--- src/rtl/uart_rx_fifo.sv ---
// 8N1 UART receiver with a fractional phase-accumulator baud generator,
// feeding a small byte FIFO presented as a valid/ready stream.
`timescale 1ns/1ps
module uart_rx_fifo #(
   parameter int unsigned CLK_FREQUENCY = 100_000_000,
   parameter int unsigned BAUD          = 12_000_000,
   parameter int unsigned FIFO_DEPTH    = 4
) (
   input  logic       clk,
   input  logic       reset_n,
   input  logic       rxd,
   output logic [7:0] m_data,
   output logic       m_valid,
   input  logic       m_ready,
   output logic       err_frame,
   output logic       err_overrun
);
   localparam int AW = $clog2(FIFO_DEPTH);

   typedef enum logic [1:0] {IDLE, START, DATA, STOP} state_t;

   logic       rx_m, rx_s, rx_prev;
   logic [1:0] sync_vld;
   logic       armed;
   logic       start_edge;

   // sync_vld tracks when rx_s holds a real line sample rather than the reset
   // value, so a line held low across reset release is never seen as a start.
   always_ff @(posedge clk or negedge reset_n) begin
      if (!reset_n) begin
         rx_m     <= 1'b1;
         rx_s     <= 1'b1;
         rx_prev  <= 1'b1;
         sync_vld <= '0;
         armed    <= 1'b0;
      end else begin
         rx_m     <= rxd;
         rx_s     <= rx_m;
         rx_prev  <= rx_s;
         sync_vld <= {sync_vld[0], 1'b1};
         armed    <= armed | (sync_vld[1] & rx_s);
      end
   end

   assign start_edge = armed & rx_prev & ~rx_s;

   state_t      state, state_n;
   logic [31:0] acc, acc_n;
   logic [32:0] sum;
   logic        tick;
   logic [2:0]  bit_idx, bit_idx_n;
   logic [7:0]  shreg, shreg_n;
   logic        push_pend, push_pend_n;
   logic        frame_q, frame_n;

   assign sum  = {1'b0, acc} + 33'(BAUD);
   assign tick = (state != IDLE) && (sum >= 33'(CLK_FREQUENCY));

   always_ff @(posedge clk or negedge reset_n) begin
      if (!reset_n) begin
         state     <= IDLE;
         acc       <= '0;
         bit_idx   <= '0;
         shreg     <= '0;
         push_pend <= 1'b0;
         frame_q   <= 1'b0;
      end else begin
         state     <= state_n;
         acc       <= acc_n;
         bit_idx   <= bit_idx_n;
         shreg     <= shreg_n;
         push_pend <= push_pend_n;
         frame_q   <= frame_n;
      end
   end

   always_comb begin
      state_n     = state;
      acc_n       = acc;
      bit_idx_n   = bit_idx;
      shreg_n     = shreg;
      push_pend_n = 1'b0;
      frame_n     = 1'b0;
      if (state != IDLE)
         acc_n = tick ? 32'(sum - 33'(CLK_FREQUENCY)) : sum[31:0];
      case (state)
         IDLE: begin
            // Half-period preload puts the first tick mid start bit.
            if (start_edge) begin
               state_n = START;
               acc_n   = 32'(CLK_FREQUENCY / 2);
            end
         end
         START: begin
            if (tick) begin
               if (!rx_s) begin
                  state_n   = DATA;
                  bit_idx_n = '0;
               end else begin
                  state_n = IDLE;
               end
            end
         end
         DATA: begin
            if (tick) begin
               shreg_n   = {rx_s, shreg[7:1]};
               bit_idx_n = bit_idx + 3'd1;
               if (bit_idx == 3'd7) state_n = STOP;
            end
         end
         STOP: begin
            if (tick) begin
               state_n     = IDLE;
               push_pend_n = rx_s;
               frame_n     = ~rx_s;
            end
         end
         default: state_n = IDLE;
      endcase
   end

   logic [FIFO_DEPTH-1:0][7:0] mem;
   logic [AW:0]                wr_ptr, rd_ptr;
   logic                       full, empty, pop, push;

   assign empty = (wr_ptr == rd_ptr);
   assign full  = (wr_ptr[AW] != rd_ptr[AW]) && (wr_ptr[AW-1:0] == rd_ptr[AW-1:0]);
   assign pop   = m_valid & m_ready;
   // shreg is untouched until the next DATA tick, so it still holds the byte here.
   assign push  = push_pend & (~full | pop);

   always_ff @(posedge clk or negedge reset_n) begin
      if (!reset_n) begin
         mem    <= '0;
         wr_ptr <= '0;
         rd_ptr <= '0;
      end else begin
         if (push) begin
            mem[wr_ptr[AW-1:0]] <= shreg;
            wr_ptr              <= wr_ptr + 1'b1;
         end
         if (pop) rd_ptr <= rd_ptr + 1'b1;
      end
   end

   assign m_valid     = ~empty;
   assign m_data      = mem[rd_ptr[AW-1:0]];
   assign err_frame   = frame_q;
   assign err_overrun = push_pend & full & ~pop;

endmodule

--- config.mk ---
export PLATFORM = sky130hd
export DESIGN_NAME = uart_rx_fifo
export DESIGN_NICKNAME = d
export VERILOG_FILES = /design/src/rtl/uart_rx_fifo.sv
export SDC_FILE = /design/constraint.sdc
export NUM_CORES = 1
export LEC_CHECK = 0
export BUFFER_PORTS_ARGS = -buffer_cell sky130_fd_sc_hd__clkbuf_2
export CORE_ASPECT_RATIO = 0.6
export CORE_UTILIZATION = 28
export CTS_CLUSTER_DIAMETER = 120
export DETAILED_ROUTE_END_ITERATION = 16
export GPL_ROUTABILITY_DRIVEN = 1
export SLEW_MARGIN = 10
export SYNTH_ARGS = -nofsm -noshare
export SYNTH_HDL_FRONTEND = slang
export SYNTH_SLANG_ARGS = --single-unit
--- constraint.sdc ---
create_clock -name clk -period 4 [get_ports clk]
set_input_delay 1.2 -clock clk [delete_from_list [all_inputs] [get_ports clk]]
set_output_delay 1.2 -clock clk [all_outputs]
set_load 0.05 [all_outputs]
==> flow_metrics.env, run 1 <==
export IMPL_num_io_pins=15
export IMPL_finalSetupTns_ps=0
export IMPL_synthFlopType="dfrtp_1"
export IMPL_cts_buffer_depth=2
export IMPL_syn_cell_area_sq_um=5228
export IMPL_ys_seq_area_share_pct=40.28
export IMPL_track_usage_pct=14.95
export IMPL_gp_congestion=0.9476
export IMPL_skew_ps=7.635
export IMPL_ant_nets=0
export IMPL_synthArstFlopShare_pct=100.0
export IMPL_timing_worst_setup_path_type="flip-flop to flip-flop"
export IMPL_num_antenna_cells=0
export IMPL_synth_seq_cells=84
export IMPL_routed_wl_microns=13550
export IMPL_area_delta_synth_final_pct=13.40
export IMPL_port_buffers=14
export IMPL_remaining_drc_errors=0
export IMPL_slew_viol_final=0
export IMPL_maxSlewHeadroom_pct=44.04
export IMPL_fp_dieW_microns=178.4
export IMPL_status="finished, final reports clean"
export IMPL_cts_tree="built"
export IMPL_maxCapViolations=0
export IMPL_core_sq_um=18160
export IMPL_setup_worst_path_start_class="flip-flop"
export IMPL_initial_core_util_pct=28.78
export IMPL_clk_pin_slew_worst_paths_ps=60
export IMPL_synth_top_family_by_area="compound AO/OA/AOI/OAI gates"
export IMPL_final_common_cell="dfrtp_1"
export IMPL_synth_top_area_share_pct=38.77
export IMPL_wl_per_cell_microns=17.43
export IMPL_via_per_inst=5.512
export IMPL_vias=4283
export IMPL_row_count=38
export IMPL_antenna_found_initial=0
export IMPL_hold_slack_ps=348.7
export IMPL_synth_fa_ha_area_share_pct=2.393
export IMPL_muxShareOfSynthArea_pct=13.36
export IMPL_htreeDepth=3
export IMPL_avgSynthCellArea_sq_um=10.01
export IMPL_drive_gt1_share_pct=24.39
export IMPL_synth_nets=536
export IMPL_clk_latency_ps=350
export IMPL_synth_compound_area_share_pct=19.99
export IMPL_setup_viol_count_final=0
export IMPL_yosysTopAreaCell="dfrtp_1"
export IMPL_yosys_cell_types_count=81
export IMPL_rsz0062_at_grt="false"
export IMPL_syn_inst=522
export IMPL_synth_xor_area_share_pct=3.686
export IMPL_nets=546
export IMPL_min_period_ps=3776
export IMPL_cts_root_buf="clkbuf_16"
export IMPL_placed_cells=758
export IMPL_crit_fanout=11
export IMPL_critical_path_required_ps=4230
export IMPL_critPathArrivalTime_ps=4010
export IMPL_ys_warn_count=0
export IMPL_firstDrtPassIters=4
export IMPL_first_global_vias=4067
export IMPL_final_cell_mix="80 x dfrtp_1, 44 x nand2_1, 38 x mux2_2"
export IMPL_hp_class="flip-flop to flip-flop"
export IMPL_die_area_sq_um=19240
export IMPL_place_area_sq_um=5529
export IMPL_end_kind="flip-flop"
export IMPL_cts_buffers=9
export IMPL_hold_violations=0
export IMPL_drt_iter0_markers=344
export IMPL_finalNonFillerCells=777
export IMPL_overflow=0
export IMPL_finalCritPeriodShare_pct=94.39
export IMPL_grt_max_degree=59
export IMPL_dpl_hpwl_microns=9793
export IMPL_fmax_mhz=264.8
export IMPL_synth_area_leaders="dfrtp_1 39%, mux2_2 8.2%, mux4_2 3.4%"
export IMPL_synth_edf_count=0
export IMPL_die_h_microns=107.8
export IMPL_synth_simple_area_share_pct=15.99
export IMPL_fin_area_sq_um=5928
export IMPL_tightest_slew_ps=839.5
export IMPL_clock_sinks=84
export IMPL_grt_pass1_wl_microns=22230
## what timing repair did
| action | in CTS | in global routing |
|---|---|---|
| hold buffers | 0 | 0 |
| setup endpoints to repair | 0 | 28 |
| gates resized for setup | 0 | 13 |
| setup buffers | 0 | 3 |
## worst paths after layout
path,start,to,cells past startpoint,slack (ps)
max,acc[9]$_DFF_PN0_,shreg[4]$_DFFE_PN0P_,12,220
min,sync_vld[0]$_DFF_PN0_,sync_vld[1]$_DFF_PN0_,0,350
max reg2reg,acc[9]$_DFF_PN0_,shreg[4]$_DFFE_PN0P_,12,220
min reg2reg,sync_vld[0]$_DFF_PN0_,sync_vld[1]$_DFF_PN0_,0,350
max in group asynchronous,reset_n,rx_m$_DFF_PN1_,2,2310
min in group asynchronous,reset_n,acc[22]$_DFF_PN0_,1,910
## logic make-up after synthesis
family	Yosys count
xor+xnor	22
other cells	1
mux	52
buf+inv	47
flops	84
compound gates	149
simple gates	157
fa+ha+maj	10
## synth_stat cells (11+ instances only)
cell / n
buf_2: 12
nand3_1: 13
xnor2_1: 20
o21ai_0: 28
inv_1: 18
dfrtp_1: 81
nor2_1: 29
a21oi_1: 33
nand2_1: 44
a31oi_1: 11
clkbuf_1: 12
mux2_2: 38
## area by class of cell
type,count,area (sq um)
clock buffer,11,232.7
clock inverter,5,85.08
inverter,18,67.56
timing repair buffer,28,177.7
fill,1839,12230
sequential,84,2107
tap,240,300.3
multi-input combinational,391,2958
## registers in the layout, indices dropped and copies added, names as in the netlist, 2 cells and up
signal and cells:
shreg 8, bit_idx 3, rd_ptr 3, mem 32, sync_vld 2, state 2, wr_ptr 3, acc 25
## metal layers
metal | wire length (microns) | share of wire [%] | vias up | global-route usage (%)
met5 | 0 | 0 | - | 0
met1 | 6781 | 50 | 2142 | 23.09
met2 | 5408 | 40 | 175 | 19.85
met4 | 128 | 0.94 | 0 | 3.148
met3 | 1226 | 9.1 | 10 | 4.379
li1 | - | - | 1956 | -
## metrics by stage
| step | utilization [%] | setup WS (ps) |
|---|---|---|
| after floorplan | - | 541.5 |
| after detailed placement | 30.44 | 74.28 |
| after CTS | 32.19 | 44.43 |
| after global placement | 30.44 | 108.2 |
| final | 32.64 | 224.2 |
| after global routing | 32.64 | 54.90 |
## critical path, stage by stage (launching register included)
cell	delay (ps)
dfrtp_2	470
inv_1	120
ha_2	310
and2b_2	310
o21ai_2	230
a21oi_2	120
o22a_4	300
or3_4	420
o32a_4	380
nand2_4	180
nand2_2	90
or2_1	370
mux2_4	350
Power of run 1 is left out: the tool's default activity adds up to more than one toggle a clock period on the data nets, which glitch-free logic cannot reach.
==> inputs of run 2 (changes only) <==
- ABC_AREA: not set -> 1
- PLACE_DENSITY: not set -> 0.44
==> flow_metrics.env, run 2 <==
export IMPL_p_leak_nw=3.115
export IMPL_initial_core_util_pct=28.82
export IMPL_drt_iter0_markers=372
export IMPL_syn_inst=763
export IMPL_r2r_start="acc[8]$_DFF_PN0_"
export IMPL_top_regs="mem: 32 flops, acc: 25 flops, shreg: 8 flops"
export IMPL_hold_violations=0
export IMPL_critical_path_required_ps=4230
export IMPL_firstDrtPassIters=5
export IMPL_ys_warn_count=0
export IMPL_wl_per_cell_microns=15.39
export IMPL_synth_most_common_cell="nand2_1"
export IMPL_largest_reg_flops=32
export IMPL_fmax_mhz=309.6
export IMPL_grt_max_degree=52
export IMPL_finalSetupTns_ps=0
export IMPL_tightest_slew_ps=994.0
export IMPL_overflow=0
export IMPL_final_cell_mix="218 x nand2_1, 87 x nor2_1, 83 x inv_1"
export IMPL_num_antenna_cells=0
export IMPL_clock_sinks=84
export IMPL_setup_worst_path_start_class="flip-flop"
export IMPL_clk_pin_slew_worst_paths_ps=70
export IMPL_synth_nets=777
export IMPL_holdBufCountCts=0
export IMPL_hp_start="sync_vld[0]$_DFF_PN0_"
export IMPL_cts_root_buf="clkbuf_16"
export IMPL_crit_fanout=31
export IMPL_end_kind="flip-flop"
export IMPL_skew_ps=9.307
export IMPL_synth_top_area_share_pct=36.58
export IMPL_dpl_hpwl_microns=12310
export IMPL_nets=794
export IMPL_track_usage_pct=16.89
export IMPL_htreeDepth=3
export IMPL_holdPathStages=0
export IMPL_clk_latency_ps=350
export IMPL_status="finished, final reports clean"
export IMPL_regMostFlops="mem"
export IMPL_grt_pass1_wl_microns=25900
export IMPL_r2r_end="shreg[4]$_DFFE_PN0P_"
export IMPL_synth_edf_count=0
export IMPL_cts_setup_buffers=0
export IMPL_ys_seq_area_share_pct=38.00
export IMPL_cts_tree="built"
export IMPL_fin_area_sq_um=6247
export IMPL_setup_viol_count_final=0
export IMPL_port_buffers=14
export IMPL_critPathArrivalTime_ps=3460
export IMPL_gp_congestion=0.8781
export IMPL_avgSynthCellArea_sq_um=7.263
export IMPL_placed_cells=1035
export IMPL_ys_top_cells_by_count="218 x nand2_1, 87 x nor2_1, 83 x inv_1"
export IMPL_finish_utilization_pct=32.49
export IMPL_first_global_vias=4470
export IMPL_power_mw=6.146
export IMPL_core_sq_um=19230
export IMPL_worstHoldEndpoint="sync_vld[1]$_DFF_PN0_"
export IMPL_finalCritPeriodShare_pct=80.76
export IMPL_hp_class="flip-flop to flip-flop"
export IMPL_maxSlewHeadroom_pct=33.49
export IMPL_antenna_found_initial=0
export IMPL_synthArstFlopShare_pct=100.0
export IMPL_ant_nets=0
export IMPL_place_area_sq_um=5923
export IMPL_final_common_cell="nand2_1"
export IMPL_routed_wl_microns=16180
export IMPL_remaining_drc_errors=0
export IMPL_min_period_ps=3230
export IMPL_syn_cell_area_sq_um=5542
export IMPL_yosysTopAreaCell="dfrtp_1"
export IMPL_vias=4830
export IMPL_fp_dieW_microns=183.6
export IMPL_area_delta_synth_final_pct=12.73
export IMPL_synth_seq_cells=84
export IMPL_synth_area_leaders="dfrtp_1 37%, nand2_1 15%, nor2_1 5.9%"
export IMPL_slew_viol_final=0
export IMPL_reg2reg_setup_slack_ps=770
export IMPL_cts_buffer_depth=2
export IMPL_rsz0062_at_grt="false"
export IMPL_timing_worst_setup_path_type="flip-flop to flip-flop"
export IMPL_max_vdd_ir_drop_mv=0.2840
export IMPL_post_cts_resize_count=0
export IMPL_die_h_microns=111.0
export IMPL_synthFlopType="dfrtp_1"
export IMPL_r2r_cells=17
export IMPL_yosys_cell_types_count=40
export IMPL_num_io_pins=15
export IMPL_die_area_sq_um=20380
export IMPL_finalNonFillerCells=1051
export IMPL_cellPowerDensity_nw_per_um2=983.7
export IMPL_drive_gt1_share_pct=16.31
export IMPL_row_count=39
export IMPL_via_per_inst=4.596
export IMPL_cts_buffers=9
export IMPL_maxCapViolations=0
## run 2: area by class of cell
class | instances | area (sq um)
well taps | 266 | 332.8
multi-input cells | 574 | 3000
flip-flops and latches | 84 | 2106
repair buffers | 23 | 152.6
fillers | 2137 | 12980
clock buffers | 9 | 225.2
inverters | 88 | 331.6
clock inverters | 7 | 98.84
## run 2: worst max path at each step
stage,from,to,cells after the start
after floorplan,m_ready,err_overrun,3
after global placement,acc[8]$_DFF_PN0_,shreg[4]$_DFFE_PN0P_,17
after CTS,acc[8]$_DFF_PN0_,shreg[4]$_DFFE_PN0P_,17
after detailed placement,acc[8]$_DFF_PN0_,shreg[2]$_DFFE_PN0P_,17
after global routing,acc[8]$_DFF_PN0_,shreg[6]$_DFFE_PN0P_,17
final,acc[8]$_DFF_PN0_,shreg[4]$_DFFE_PN0P_,17
## run 2: kinds of logic after synthesis
family | after synthesis | synth area share (%)
simple gates | 447 | 36.60
buf+inv | 105 | 7.857
flops | 84 | 38.00
compound gates | 80 | 8.625
mux | 20 | 4.064
xor+xnor | 16 | 2.529
fa+ha+maj | 10 | 2.258
other cells | 1 | 0.06767
## run 2: through the flow
step           hold WS [ps]  setup slack (ps)
5_1_grt               358.5             401.2
3_5_place_dp          337.8             774.2
2_1_floorplan         331.2             794.9
6_report              349.4             769.8
3_3_place_gp          333.8             833.5
4_1_cts               352.8             758.0
## run 2: critical path: stages (launching register included)
cell     delay (ps)
dfrtp_1         440
inv_1           160
ha_1            200
inv_1            40
nand2_1         120
nand2_1         140
nand2_1          80
nand2_1          80
nand4_1         150
nand2_1         160
nor2_4          130
nand2_2          80
a21oi_2         250
nand3_2         170
nand2_4         360
nand2_2         300
nor2_1          200
a21oi_2          40
## run 2: routing by layer
layer / track usage, % / wire (microns) / up-vias
li1: - / - / 2478
met4: 3.333 / 136 / 0
met5: 0 / 0 / -
met3: 4.763 / 1079 / 9
met1: 29.23 / 9631 / 2238
met2: 18.94 / 5328 / 105
## run 2: power breakdown
group,internal (mW),total [mW],switching [mW]
Sequential,1.20,1.58,0.375
Combinational,1.13,3.65,2.53
Clock,0.553,0.917,0.364
Total,2.88,6.15,3.27
(Power assumes the default switching activity.)
